===== src/rtl/uart_rx_smp.sv =====
// ============================================================================
// Module      : uart_rx_smp
// Description : Oversampled 8N1 UART receiver driven by an external clk_smp
//               strobe; 3-sample majority vote per bit, start/stop checking.
// Revision    : 1.0 - initial release
// ============================================================================
`default_nettype none

module uart_rx_smp #(
    parameter int DATA_BITS  = 8,
    parameter int OVERSAMPLE = 16
) (
    input  logic                 clk,
    input  logic                 rst_n,
    input  logic                 clk_smp,
    input  logic                 rxd,
    output logic [DATA_BITS-1:0] rxd_data,
    output logic                 rxd_flag,
    output logic                 frame_err
);

    localparam int c_SMP_W = $clog2(OVERSAMPLE);
    localparam int c_BIT_W = (DATA_BITS > 1) ? $clog2(DATA_BITS) : 1;

    localparam logic [c_SMP_W-1:0] c_CNT_LO   = c_SMP_W'(OVERSAMPLE / 2 - 1);
    localparam logic [c_SMP_W-1:0] c_CNT_MID  = c_SMP_W'(OVERSAMPLE / 2);
    localparam logic [c_SMP_W-1:0] c_CNT_HI   = c_SMP_W'(OVERSAMPLE / 2 + 1);
    localparam logic [c_SMP_W-1:0] c_CNT_LAST = c_SMP_W'(OVERSAMPLE - 1);
    localparam logic [c_BIT_W-1:0] c_BIT_LAST = c_BIT_W'(DATA_BITS - 1);

    typedef enum logic [2:0] {
        S_IDLE  = 3'd0,
        S_START = 3'd1,
        S_DATA  = 3'd2,
        S_STOP  = 3'd3,
        S_BREAK = 3'd4
    } t_state;

    t_state               r_state;
    logic                 r_rxd_meta;
    logic                 r_rxd_s;
    logic [c_SMP_W-1:0]   r_smp_cnt;
    logic [c_BIT_W-1:0]   r_bit_cnt;
    logic                 r_vote_a;
    logic                 r_vote_b;
    logic [DATA_BITS-1:0] r_shift;
    logic                 w_vote;

    // Synchroniser resets to the idle (high) line level.
    always_ff @(posedge clk or negedge rst_n) begin
        if (!rst_n) begin
            r_rxd_meta <= 1'b1;
            r_rxd_s    <= 1'b1;
        end else begin
            r_rxd_meta <= rxd;
            r_rxd_s    <= r_rxd_meta;
        end
    end

    // Third vote sample is the live synchronised value at count M+1.
    assign w_vote = (r_vote_a & r_vote_b) | (r_vote_a & r_rxd_s) | (r_vote_b & r_rxd_s);

    always_ff @(posedge clk or negedge rst_n) begin
        if (!rst_n) begin
            r_state   <= S_IDLE;
            r_smp_cnt <= '0;
            r_bit_cnt <= '0;
            r_vote_a  <= 1'b1;
            r_vote_b  <= 1'b1;
            r_shift   <= '0;
            rxd_data  <= '0;
            rxd_flag  <= 1'b0;
            frame_err <= 1'b0;
        end else begin
            rxd_flag  <= 1'b0;
            frame_err <= 1'b0;
            if (clk_smp) begin
                if (r_smp_cnt == c_CNT_LO) begin
                    r_vote_a <= r_rxd_s;
                end
                if (r_smp_cnt == c_CNT_MID) begin
                    r_vote_b <= r_rxd_s;
                end
                case (r_state)
                    S_IDLE: begin
                        // The detecting tick is count 0, so the next tick is count 1.
                        if (!r_rxd_s) begin
                            r_state   <= S_START;
                            r_smp_cnt <= c_SMP_W'(1);
                        end
                    end
                    S_START: begin
                        if ((r_smp_cnt == c_CNT_HI) && w_vote) begin
                            r_state   <= S_IDLE;
                            r_smp_cnt <= '0;
                        end else if (r_smp_cnt == c_CNT_LAST) begin
                            r_state   <= S_DATA;
                            r_smp_cnt <= '0;
                            r_bit_cnt <= '0;
                        end else begin
                            r_smp_cnt <= r_smp_cnt + c_SMP_W'(1);
                        end
                    end
                    S_DATA: begin
                        if (r_smp_cnt == c_CNT_HI) begin
                            r_shift <= {w_vote, r_shift[DATA_BITS-1:1]};
                        end
                        if (r_smp_cnt == c_CNT_LAST) begin
                            r_smp_cnt <= '0;
                            if (r_bit_cnt == c_BIT_LAST) begin
                                r_state <= S_STOP;
                            end else begin
                                r_bit_cnt <= r_bit_cnt + c_BIT_W'(1);
                            end
                        end else begin
                            r_smp_cnt <= r_smp_cnt + c_SMP_W'(1);
                        end
                    end
                    S_STOP: begin
                        // Decide mid stop bit so a following start edge is not missed.
                        if (r_smp_cnt == c_CNT_HI) begin
                            r_smp_cnt <= '0;
                            if (w_vote) begin
                                rxd_data <= r_shift;
                                rxd_flag <= 1'b1;
                                r_state  <= S_IDLE;
                            end else begin
                                frame_err <= 1'b1;
                                r_state   <= S_BREAK;
                            end
                        end else begin
                            r_smp_cnt <= r_smp_cnt + c_SMP_W'(1);
                        end
                    end
                    S_BREAK: begin
                        if (r_rxd_s) begin
                            r_state <= S_IDLE;
                        end
                    end
                    default: begin
                        r_state   <= S_IDLE;
                        r_smp_cnt <= '0;
                    end
                endcase
            end
        end
    end

endmodule

`default_nettype wire


===== config.mk =====
export PLATFORM = sky130hd
export DESIGN_NAME = uart_rx_smp
export DESIGN_NICKNAME = d
export VERILOG_FILES = /design/src/rtl/uart_rx_smp.sv
export SDC_FILE = /design/constraint.sdc
export NUM_CORES = 1
export LEC_CHECK = 0
export BUFFER_PORTS_ARGS = -buffer_cell sky130_fd_sc_hd__buf_2
export CAP_MARGIN = 40
export CORE_MARGIN = 8
export CORE_UTILIZATION = 55
export DETAILED_ROUTE_END_ITERATION = 12
export PLACE_DENSITY = 0.84
export REMOVE_ABC_BUFFERS = 1
export SYNTH_ARGS = -nofsm -noshare
export SYNTH_HDL_FRONTEND = slang
export SYNTH_SLANG_ARGS = --single-unit

===== constraint.sdc =====
create_clock -name clk -period 5.45 [get_ports clk]
set_clock_uncertainty 0.2 [all_clocks]
set_input_delay 0.545 -clock clk [delete_from_list [all_inputs] [get_ports clk]]
set_output_delay 0.545 -clock clk [all_outputs]
set_load 0.01 [all_outputs]

==> impl_metrics.env <==
export IMPL_yosysWarnings=0
export IMPL_seq_area_frac_synth_pct=53.4
export IMPL_cts_hold_buf=0
export IMPL_fmax_mhz=439
export IMPL_p_leak_nw=0.845
export IMPL_max_slew_margin_rel_pct=46.6
export IMPL_via_per_inst=6.08
export IMPL_drt_iter0_drc=50
export IMPL_yosysUniqueCellTypes=35
export IMPL_drtAntennaViolNets=0
export IMPL_grt_first_pass_wirelength_um=5000
export IMPL_postCtsSetupBuffers=0
export IMPL_yosys_area_top_type="dfrtp_1"
export IMPL_clkTransAtPathRegs_ps=100
export IMPL_path_depth=6
export IMPL_ir_worst_vdd_mv=0.266
export IMPL_layout_nets=156
export IMPL_die_y_um=68.4
export IMPL_cts_buffer_depth=2
export IMPL_cp_slowest_stage_delay_ps=460
export IMPL_place_gp_congestion=0.895
export IMPL_setup_worst_path_start="r_smp_cnt[0]$_DFFE_PN0P_"
export IMPL_rsz0062_at_grt="false"
export IMPL_drive_gt1_share_pct=30.4
export IMPL_cp_required_ps=5530
export IMPL_route_vias_total=1088
export IMPL_cts_inserted_buffers=5
export IMPL_synth_area_um2=1510
export IMPL_start_util_pct=56.1
export IMPL_overflow=0
export IMPL_synth_seq_cells=32
export IMPL_post_route_period_util_pct=41.8
export IMPL_end_kind="register"
export IMPL_finalSetupTns_ps=0
export IMPL_hold_class="primary input to asynchronous set/reset pin"
export IMPL_crit_path_start_kind="register"
export IMPL_synth_avg_cell_area_um2=11.3
export IMPL_diodes=0
export IMPL_worstRegToRegCells=6
export IMPL_wl_per_cell_um=16.0
export IMPL_dpl_hpwl_um=1990
export IMPL_final_cell_area_um2=1640
export IMPL_crit_arrival_ps=2360
export IMPL_cp_buffers_inverters=0
export IMPL_max_cap_viol_count=0
export IMPL_fp_row_count=19
export IMPL_drc_errors=0
export IMPL_cp_top_family="simple AND/OR/NAND/NOR gates"
export IMPL_cp_slowest_cell="dfrtp_1"
export IMPL_cts_tree="done"
export IMPL_antenna_found_initial=0
export IMPL_first_global_vias=1131
export IMPL_numClockSinks=32
export IMPL_tightest_slew_ps=791
export IMPL_placed_cell_area_um2=1580
export IMPL_first_pass_iters=5
export IMPL_synth_cells=133
export IMPL_grt_max_degree=33
export IMPL_finalHoldViolCount=0
export IMPL_io_pins=14
export IMPL_fin_util_pct=60.9
export IMPL_dieArea_um2=4670
export IMPL_path_cells="ha_1, and3_1, o22ai_1, or3_4, or3_1, a21oi_1"
export IMPL_synth_top_area_share_pct=46.5
export IMPL_r2r_start="r_smp_cnt[0]$_DFFE_PN0P_"
export IMPL_area_delta_synth_final_pct=8.46
export IMPL_io_buffers=13
export IMPL_root_buffer="clkbuf_4"
export IMPL_htreeDepth=2
export IMPL_cts_resized=0
export IMPL_insertion_delay_ps=340
export IMPL_finalSetupViolCount=0
export IMPL_r2r_slack_ps=3170
export IMPL_status="finished, final reports clean"
export IMPL_power_w=0.000623
export IMPL_wl_um=2860
export IMPL_post_route_min_period_ps=2280
export IMPL_crit_fanout=8
export IMPL_grt_use_total_pct=14.4
export IMPL_core_area_um2=2690
export IMPL_die_x_um=68.4
export IMPL_r2r_end="r_state[0]$_DFFE_PN0P_"
export IMPL_ys_top_cells_by_area="dfrtp_1, mux2_2, dfstp_2"
export IMPL_slew_violations=0
export IMPL_power_density_nw_per_um2=381
export IMPL_worstSetupPathType="register to register"
cell usage after synthesis (all sizes together):
| library cell | count |
|---|---|
| o211ai | 1 |
| and2 | 1 |
| o22ai | 2 |
| dfrtp | 28 |
| nand3b | 1 |
| nor4 | 1 |
| nand3 | 7 |
| xor2 | 1 |
| nor2b | 1 |
| nand4b | 2 |
| buf | 3 |
| a21o | 2 |
| maj3 | 1 |
| nor3 | 3 |
| and3 | 1 |
| dfstp | 4 |
| o311ai | 1 |
| nor2 | 6 |
| or3 | 3 |
| ha | 5 |
| and3b | 1 |
| inv | 6 |
| mux2 | 18 |
| nand2 | 11 |
| clkbuf | 3 |
| a31oi | 2 |
| nand4 | 3 |
| a21oi | 6 |
| nand2b | 2 |
| o21ai | 6 |
| a211o | 1 |
state kept, by name, indices dropped and copies added (netlist names), 3 cells and up:
register / flops
r_smp_cnt: 4
r_shift: 8
r_bit_cnt: 3
rxd_data: 8
r_state: 3
logic make-up after synthesis:
| kind of cell | count (synthesis) | share of synthesized area (%) |
|---|---|---|
| AND/OR/NAND/NOR | 43 | 15.4 |
| AO/OA/AOI/OAI | 21 | 8.30 |
| adder cells (fa/ha/maj) | 6 | 5.06 |
| buffers and inverters | 12 | 3.73 |
| XOR/XNOR | 1 | 0.581 |
| flip-flops | 32 | 53.4 |
| multiplexers | 18 | 13.4 |
how the worst max path moves through the flow:
stage	end
after floorplan	r_state[0]$_DFFE_PN0P_
after global placement	r_state[0]$_DFFE_PN0P_
after detailed placement	rxd_data[0]$_DFFE_PN0P_
after CTS	rxd_data[0]$_DFFE_PN0P_
after global routing	rxd_data[1]$_DFFE_PN0P_
final	r_state[0]$_DFFE_PN0P_
cell usage in the layout, fill, tap and decap left out, types with 3 or more instances in the layout:
cell type   n
dfrtp_1    28
mux2_2     18
buf_2      13
nand2_1    11
nand3_1     7
inv_1       6
nor2_1      6
a21oi_1     6
o21ai_0     6
ha_1        5
clkbuf_4    5
dfstp_2     4
nand4_1     3
per-layer routing:
layer,GRT usage [%],wire length (um),up-vias,share of wire (%)
met5,0,0,-,0
met4,6.65,41,0,1.4
met3,5.89,170,8,6.0
met2,24.7,1460,27,51
met1,15.0,1190,552,41
li1,-,-,501,-
worst register-to-register path, delay by kind of cell (launching register included):
family,cells,cell delay [ps]
AND/OR/NAND/NOR,3,1050
flip-flops,1,460
adder cells (fa/ha/maj),1,250
AO/OA/AOI/OAI,2,250
area by class of cell:
cell class	count	area, um2
well taps	31	38.8
clock inverters	2	16.3
multi-input cells	89	646
fillers	215	1050
flip-flops and latches	32	806
repair buffers	13	65.1
inverters	6	22.5
clock buffers	6	41.3
metrics by stage:
stage / instances / hold slack (ps) / setup slack [ps]
2_1_floorplan: 127 / 49.4 / 3390
3_3_place_gp: 171 / 146 / 3260
5_1_grt: 179 / 64.6 / 3060
4_1_cts: 179 / 35.0 / 3170
3_5_place_dp: 171 / 147 / 3190
6_report: 179 / 27.3 / 3170
power breakdown:
part	leakage [nW]	internal [W]	switching (W)
combinational	0.396	0.0000714	0.0000925
sequential	0.420	0.000276	0.0000459
clock	0.0284	0.0000512	0.0000854
total	0.845	0.000399	0.000224
Power figures use the tool's default switching activity.
